<file path="config.mk">
export PLATFORM = sky130hd
export DESIGN_NAME = buffer_read_ctrl
export DESIGN_NICKNAME = d
export VERILOG_FILES = /design/src/rtl/buffer_read_ctrl.sv
export SDC_FILE = /design/constraint.sdc
export NUM_CORES = 1
export LEC_CHECK = 0
export CAP_MARGIN = 20
export CELL_PAD_IN_SITES_DETAIL_PLACEMENT = 1
export CELL_PAD_IN_SITES_GLOBAL_PLACEMENT = 1
export CORE_UTILIZATION = 31
export CTS_CLUSTER_SIZE = 20
export DETAILED_ROUTE_END_ITERATION = 8
export PLACE_DENSITY = 0.85
export SETUP_SLACK_MARGIN = 0.2
export SLEW_MARGIN = 0
export SYNTH_ARGS = -nofsm -noshare
export SYNTH_HDL_FRONTEND = slang
export SYNTH_SLANG_ARGS = --single-unit
export TNS_END_PERCENT = 5
</file>
<file path="constraint.sdc">
create_clock -name clk -period 2.2 [get_ports clk]
set_clock_uncertainty 0.05 [all_clocks]
set_input_delay 0.44 -clock clk [delete_from_list [all_inputs] [get_ports clk]]
set_output_delay 0.44 -clock clk [all_outputs]
set_load 0.005 [all_outputs]
</file>
<file path="src/rtl/buffer_read_ctrl.sv">
// Pointer/occupancy controller for a circular word buffer: owns waddr/raddr and the fill count.
// It pops PAR_READ-word groups into a registered valid/ready output stage.
module buffer_read_ctrl #(
  parameter int NUM_BIT   = 4,
  parameter int DEPTH     = 5,
  parameter int ADDR_W    = 3,
  parameter int PAR_WRITE = 2,
  parameter int PAR_READ  = 1
) (
  input  logic                        clk,
  input  logic                        rst,
  input  logic                        flush,
  input  logic                        wr_commit,
  output logic                        wr_ready,
  output logic [ADDR_W-1:0]           waddr,
  output logic [ADDR_W-1:0]           raddr,
  input  logic [PAR_READ*NUM_BIT-1:0] rdata,
  output logic [PAR_READ*NUM_BIT-1:0] out_data,
  output logic                        out_valid,
  input  logic                        out_ready,
  output logic [ADDR_W-1:0]           count,
  output logic                        full,
  output logic                        empty,
  output logic                        ovf
);

  localparam logic [ADDR_W:0] DEPTH_X = (ADDR_W+1)'(DEPTH);
  localparam logic [ADDR_W:0] PW_X    = (ADDR_W+1)'(PAR_WRITE);
  localparam logic [ADDR_W:0] PR_X    = (ADDR_W+1)'(PAR_READ);

  typedef enum logic {S_EMPTY, S_HOLD} state_t;

  state_t          state, state_next;
  logic            load;
  logic            wr_acc;
  logic [ADDR_W:0] count_x;
  logic [ADDR_W:0] count_next;

  // Add one step in ADDR_W+1 bits so ptr+k never overflows before the wrap compare.
  function automatic logic [ADDR_W-1:0] ptr_adv(input logic [ADDR_W-1:0] ptr,
                                                input logic [ADDR_W:0]   k);
    logic [ADDR_W:0] sum;
    sum = {1'b0, ptr} + k;
    if (sum >= DEPTH_X) sum = sum - DEPTH_X;
    return sum[ADDR_W-1:0];
  endfunction

  assign count_x  = {1'b0, count};
  assign wr_ready = (count_x <= (DEPTH_X - PW_X));
  assign full     = (count_x == DEPTH_X);
  assign empty    = (count == '0);
  assign wr_acc   = wr_commit && wr_ready && !flush;
  // Registered count only: a word written at this edge becomes poppable one edge later.
  assign load     = (count_x >= PR_X) && (!out_valid || out_ready);

  always_comb begin
    count_next = count_x + (wr_acc ? PW_X : '0) - (load ? PR_X : '0);
  end

  always_ff @(posedge clk) begin
    if (rst || flush) state <= S_EMPTY;
    else              state <= state_next;
  end

  always_comb begin
    state_next = state;
    case (state)
      S_EMPTY: if (load) state_next = S_HOLD;
      S_HOLD:  if (!load && out_ready) state_next = S_EMPTY;
      default: state_next = S_EMPTY;
    endcase
  end

  always_comb begin
    out_valid = (state == S_HOLD);
  end

  always_ff @(posedge clk) begin
    if (rst) begin
      waddr    <= '0;
      raddr    <= '0;
      count    <= '0;
      out_data <= '0;
      ovf      <= 1'b0;
    end else if (flush) begin
      waddr    <= '0;
      raddr    <= '0;
      count    <= '0;
      out_data <= '0;
    end else begin
      if (wr_acc) waddr <= ptr_adv(waddr, PW_X);
      if (wr_commit && !wr_ready) ovf <= 1'b1;
      if (load) begin
        raddr    <= ptr_adv(raddr, PR_X);
        out_data <= rdata;
      end
      count <= count_next[ADDR_W-1:0];
    end
  end

endmodule

</file>
==> results.yml, run 1 <==
grt:
  antenna_found_initial: 0
  grt_pass1_wl_mm: 3.04
  grt_max_degree: 15
  grt_overflow_total: 0
  grt_pass1_vias: 705
  grt_use_total_pct: 15.8
critical_path:
  crit_arrival_ps: 2120
  worst-path-stages: 8
  r2r-start: "waddr[0]$_SDFFE_PP0P_"
  path_buf_inv: 2
  crit_path_top_delay_cell: "clkdlybuf4s50_1"
  cp_cell_sequence: "clkdlybuf4s50_1 > or3b_4 > ha_1 > inv_1 > ha_2 > xnor2_2 > xnor2_1 > nor2_1"
  criticalPathCategory: "primary input to flop"
  critPathLaunchType: "primary input"
  crit_required_ps: 2330
  r2r-end: "waddr[1]$_SDFFE_PP0P_"
  crit_path_end: "count[2]$_SDFF_PP0_"
  ff2ff_path_depth: 7
  rrSetupSlack_ps: 340
  cp-startpoint: "flush"
  path_max_fanout: 3
  critPathCaptureType: "flop"
  critPathTopFamily: "buffers and inverters"
  cpPeakStageDelay_ps: 440
cells_and_area:
  final_common_cell: "clkdlybuf4s50_1"
  stdcell_count: 150
  diodes: 0
  final_cell_mix: "clkdlybuf4s50_1 (25), inv_1 (14), a21oi_1 (11), dfxtp_1 (11), nand2_1 (10)"
  final_nets: 141
  drive_gt1_share_pct: 13.1
  post-route-util_pct: 49.7
  area_growth_syn_to_layout_pct: 46.5
timing:
  hold_viol_final: 0
  rsz0062_at_grt: "yes"
  setup_viol: 0
  fin_ws_ps: 213
  finalCritPeriodShare_pct: 90.3
  fmax_mhz: 503
  period_minus_slack_ps: 1990
  slew_headroom_pct: 73.9
  fin_tns_setup_ps: 0
  worst_slew_pin_slew_ps: 389
  drv_slew: 0
routing:
  drc: 0
  dr.pass1.iters: 4
  dr_total_vias: 734
  viasPerCell: 4.89
  post_drt_wl_per_cell_um: 12.6
  wirelength_mm: 1.89
  drt-initial-drc-count: 4
  ant_nets: 0
placement:
  gp_congestion: 0.711
  placed_cells: 146
  io_buffers: 26
  hpwl_mm: 1.44
  place_ws_ps: -169
yosys:
  synth_ff_type: "dfxtp_1"
  synth_edf_count: 0
  synth_mux_area_share_pct: 0
  synth_compound_area_share_pct: 15.2
  yosys_register_bits: 15
  synth-simple-area-share_pct: 17.8
  ys_types: 25
  yosysSeqAreaShare_pct: 38.9
  synth_top_area_share_pct: 38.9
  syn_area_um2: 772
  netlist_instances: 93
  synthAdderAreaFrac_pct: 15.6
  synth_top_family_by_area: "simple AND/OR/NAND/NOR gates"
  synth_xor_area_share_pct: 3.40
  ys_warn_count: 0
  synth_nets: 111
  yosys.area.top_type: "dfxtp_1"
  ys_top_cells_by_area: "dfxtp_1 (39%), ha_1 (13%), a21oi_1 (7.1%), inv_1 (6.8%), nand2_1 (4.9%)"
  avgSynthCellArea_um2: 8.30
  synthArstFlopShare_pct: 0
flow_run:
  cap_violations: 0
clocking:
  tritoncts: "built"
  clockRootBuffer: "clkbuf_4"
  clock_sinks: 15
  clk_latency_ps: 290
  cts_buffers: 3
  clock_path_buffers: 2
  cts-htree-levels: 1
  cts.clk_slew.worst_paths_ps: 100
  holdBufCountCts: 0
min_path:
  hp-class: "primary input to flop"
  min_from: "wr_commit"
pwr:
  power_w: 0.00118
  powerDensity_nw_per_um2: 1040
  ir_drop_mv: 0.512
  leakagePower_nw: 0.441
floorplan:
  rows: 17
  dieArea_um2: 2690
  die_w_um: 51.9
  fp.dieH_um: 51.9
  io_pins: 27
  core_area_um2: 2280
  start_util_pct: 33.9
run_status:
  status: "complete, no violations"
==> tightest hold or removal path, delay by kind of cell <==
kind / cells / cell delay [ps]
buffers and inverters: 1 / 100
AOI/OAI and AO/OA: 1 / 100
and+or+nand+nor: 1 / 80
==> logic make-up after synthesis <==
| logic type | after synthesis |
|---|---|
| buffers and inverters | 18 |
| DFF | 15 |
| xor gates and xnor gates | 3 |
| adders and majority gates | 9 |
| AOI/OAI and AO/OA | 20 |
| and+or+nand+nor | 28 |
==> cells in the mapped netlist, types with 3 or more instances <==
master	count
inv_1	14
nand2_1	10
nand2b_1	3
nor3_1	3
xnor2_1	3
ha_1	8
dfxtp_1	15
a21oi_1	11
nor2_1	6
==> metrics by stage <==
| stage | hold slack, ps | area, um2 |
|---|---|---|
| floorplan | 403 | 772 |
| global placement | 398 | 1070 |
| detailed placement | 401 | 1070 |
| CTS | 414 | 1100 |
| global route | 446 | 1130 |
| finish | 403 | 1130 |
==> worst min-delay path by stage <==
| stage | endpoint | slack [ps] | depth (start not counted) |
|---|---|---|---|
| floorplan | out_data[0]$_SDFFE_PP0P_ | 400 | 2 |
| global placement | out_data[2]$_SDFFE_PP0P_ | 400 | 2 |
| detailed placement | out_data[3]$_SDFFE_PP0P_ | 400 | 2 |
| CTS | out_data[3]$_SDFFE_PP0P_ | 410 | 2 |
| global route | out_data[3]$_SDFFE_PP0P_ | 450 | 2 |
| finish | ovf$_SDFFE_PP0P_ | 400 | 3 |
==> sequential cells by signal (all words and copies together) (netlist names) <==
name	flops
count	3
out_valid	1
waddr	3
ovf	1
raddr	3
out_data	4
==> final cells by class <==
cell class                 instances  area, um2
tap                               28       35.0
sequential                        15        305
multi-input combinational         60        425
clock buffer                       3       22.5
timing repair buffer              29        285
inverter                          14       52.6
clock inverter                     1       5.00
fill                             279       1140
==> routing by layer <==
layer | GRT usage [%] | part of all wire (%) | vias to the layer above
met3 | 0.877 | 3.8 | 5
met1 | 17.4 | 42 | 346
met2 | 28.6 | 52 | 20
li1 | - | - | 363
met5 | 0 | 0 | -
met4 | 10.8 | 3.0 | 0
==> report_power, final <==
part           total [W]  leakage [nW]  switching, W  internal [W]
clock           0.000164        0.0177     0.0000966     0.0000677
sequential      0.000379         0.124     0.0000563      0.000323
combinational   0.000635         0.300      0.000281      0.000354
total            0.00118         0.441      0.000434      0.000744
==> timing repair <==
item                                    in CTS  in global routing
pin swaps                                    0                  1
resized for setup                            1                  9
endpoints found under the setup margin       2                  5
buffers inserted                             0                  0
Power figures use the tool's default switching activity.
==> inputs of run 2 (changes only) <==
--- a/config.mk
+++ b/config.mk
@@ -8,6 +8,7 @@
 export CAP_MARGIN = 20
 export CELL_PAD_IN_SITES_DETAIL_PLACEMENT = 1
 export CELL_PAD_IN_SITES_GLOBAL_PLACEMENT = 1
+export CORE_MARGIN = 2
 export CORE_UTILIZATION = 31
 export CTS_CLUSTER_SIZE = 20
 export DETAILED_ROUTE_END_ITERATION = 8
==> run 2 against run 1 <==
Wire length rose by 18%. Hold slack better by 18 ps. Register-to-register slack got worse by 40 ps. Final cell count rose by 1.3%. Core utilization shrank 2.2 points. Critical path type is now flop to output pin. Global-route usage is 0.35 points higher. Sequential share of layout area shrank 0.51 points. First-iteration DRC count decreased by 50%. Total power increased by 2.9%. Non-clock buffer count unchanged. Via count increased by 1.1%.
==> results.yml, run 2 (synthesis gave the netlist of run 1 again) <==
grt:
  grt_max_degree: 15
  grt_pass1_vias: 749
  grt_overflow_total: 0
  grt_pass1_wl_mm: 3.38
  grt_use_total_pct: 16.2
  antenna_found_initial: 0
timing:
  slew_headroom_pct: 73.2
  setup_viol: 0
  fin_ws_ps: 245
  finalCritPeriodShare_pct: 88.9
  hold_viol_final: 0
  rsz0062_at_grt: "yes"
  drv_slew: 0
  fmax_mhz: 511
  worst_slew_pin_slew_ps: 398
  period_minus_slack_ps: 1960
floorplan:
  io_pins: 27
  dieArea_um2: 2910
  start_util_pct: 32.0
  core_area_um2: 2410
  rows: 18
  die_w_um: 53.9
  fp.dieH_um: 53.9
critical_path:
  critPathCaptureType: "output pin"
  criticalPathCategory: "flop to output pin"
  crit_required_ps: 1710
  critPathLaunchType: "flop"
  crit_arrival_ps: 1470
  path_max_fanout: 4
cells_and_area:
  largest_register_ffs: 4
  design_area_um2: 1140
  multi_input_area_um2: 437
  drive_gt1_share_pct: 12.3
  seq_area_um2: 303
  final_cell_mix: "clkdlybuf4s50_1 (24), inv_1 (14), dfxtp_1 (13)"
  final_nets: 141
  final_common_cell: "clkdlybuf4s50_1"
  diodes: 0
  n_fill_cell: 295
  top_register: "out_data"
  area_growth_syn_to_layout_pct: 48.1
routing:
  dr.pass1.iters: 2
  ant_nets: 0
  wirelength_mm: 2.22
  viasPerCell: 4.88
  post_drt_wl_per_cell_um: 14.6
  dr_total_vias: 742
  drt-initial-drc-count: 2
  drc: 0
pwr:
  leakagePower_nw: 0.446
  powerDensity_nw_per_um2: 1060
  ir_drop_mv: 0.464
clocking:
  cts_buffers: 3
  clk_latency_ps: 280
  cts.clk_slew.worst_paths_ps: 90
  clockRootBuffer: "clkbuf_4"
  tritoncts: "built"
  holdBufCountCts: 0
  clock_sinks: 15
  cts-htree-levels: 1
  clock_path_buffers: 2
placement:
  placed_cell_area_um2: 1070
  gp_congestion: 0.680
  io_buffers: 26
  place_ws_ps: -143
  hpwl_mm: 1.61
run_status:
  status: "complete, no violations"
flow_run:
  cap_violations: 0
min_path:
  hp-class: "flop to flop"
-- run 2: power breakdown --
part           leakage (nW)  switching (W)  total, W  internal, W
Sequential            0.123      0.0000560  0.000379     0.000323
Clock                0.0150      0.0000915  0.000162    0.0000705
Combinational         0.308       0.000317  0.000672     0.000355
Total                 0.446       0.000464   0.00121     0.000748
-- run 2: stage by stage --
step           cells  TNS, ps  hold WS [ps]  power (W)  util (%)
6_report         152        0           422    0.00121      47.5
5_1_grt          152        0           459    0.00132      47.5
4_1_cts          152        0           415    0.00115      46.0
3_5_place_dp     148     -143           402   0.000979      44.6
3_3_place_gp     148     -102           392   0.000940      44.6
2_1_floorplan     93        0           403   0.000684         -
-- run 2: path summary, 6_finish.rpt --
kind | start | endpoint | slack, ps | cells past startpoint
max | count[1]$_SDFF_PP0_ | empty | 240 | 2
min | out_data[1]$_SDFFE_PP0P_ | out_data[1]$_SDFFE_PP0P_ | 420 | 2
max reg2reg | waddr[0]$_SDFFE_PP0P_ | waddr[1]$_SDFFE_PP0P_ | 300 | 7
min reg2reg | out_data[1]$_SDFFE_PP0P_ | out_data[1]$_SDFFE_PP0P_ | 420 | 2
-- run 2: repair_timing --
item / in CTS / in global routing
endpoints found under the setup margin: 3 / 4
cloned: 0 / 0
gates resized for setup: 2 / 8
setup buffers: 0 / 0
pin swaps: 0 / 2
-- run 2: area by class of cell --
cell class              instances  share of cell area, %
multi-input cells              60                   38.2
flip-flops and latches         15                   26.5
inverters                      14                   4.60
clock buffers                   4                   2.30
repair buffers                 29                   25.2
well taps                      30                   3.28
-- run 2: critical path, stage by stage (launching register included) --
cell	delay [ps]
dfxtp_1	370
nor3_2	270
clkdlybuf4s50_1	550
-- run 2: metal layers --
layer	GRT usage [%]	part of all wire (%)	vias up
li1	-	-	364
met1	18.9	42	363
met2	30.3	55	11
met3	0.833	1.5	4
met4	6.41	1.4	0
met5	0	0	-
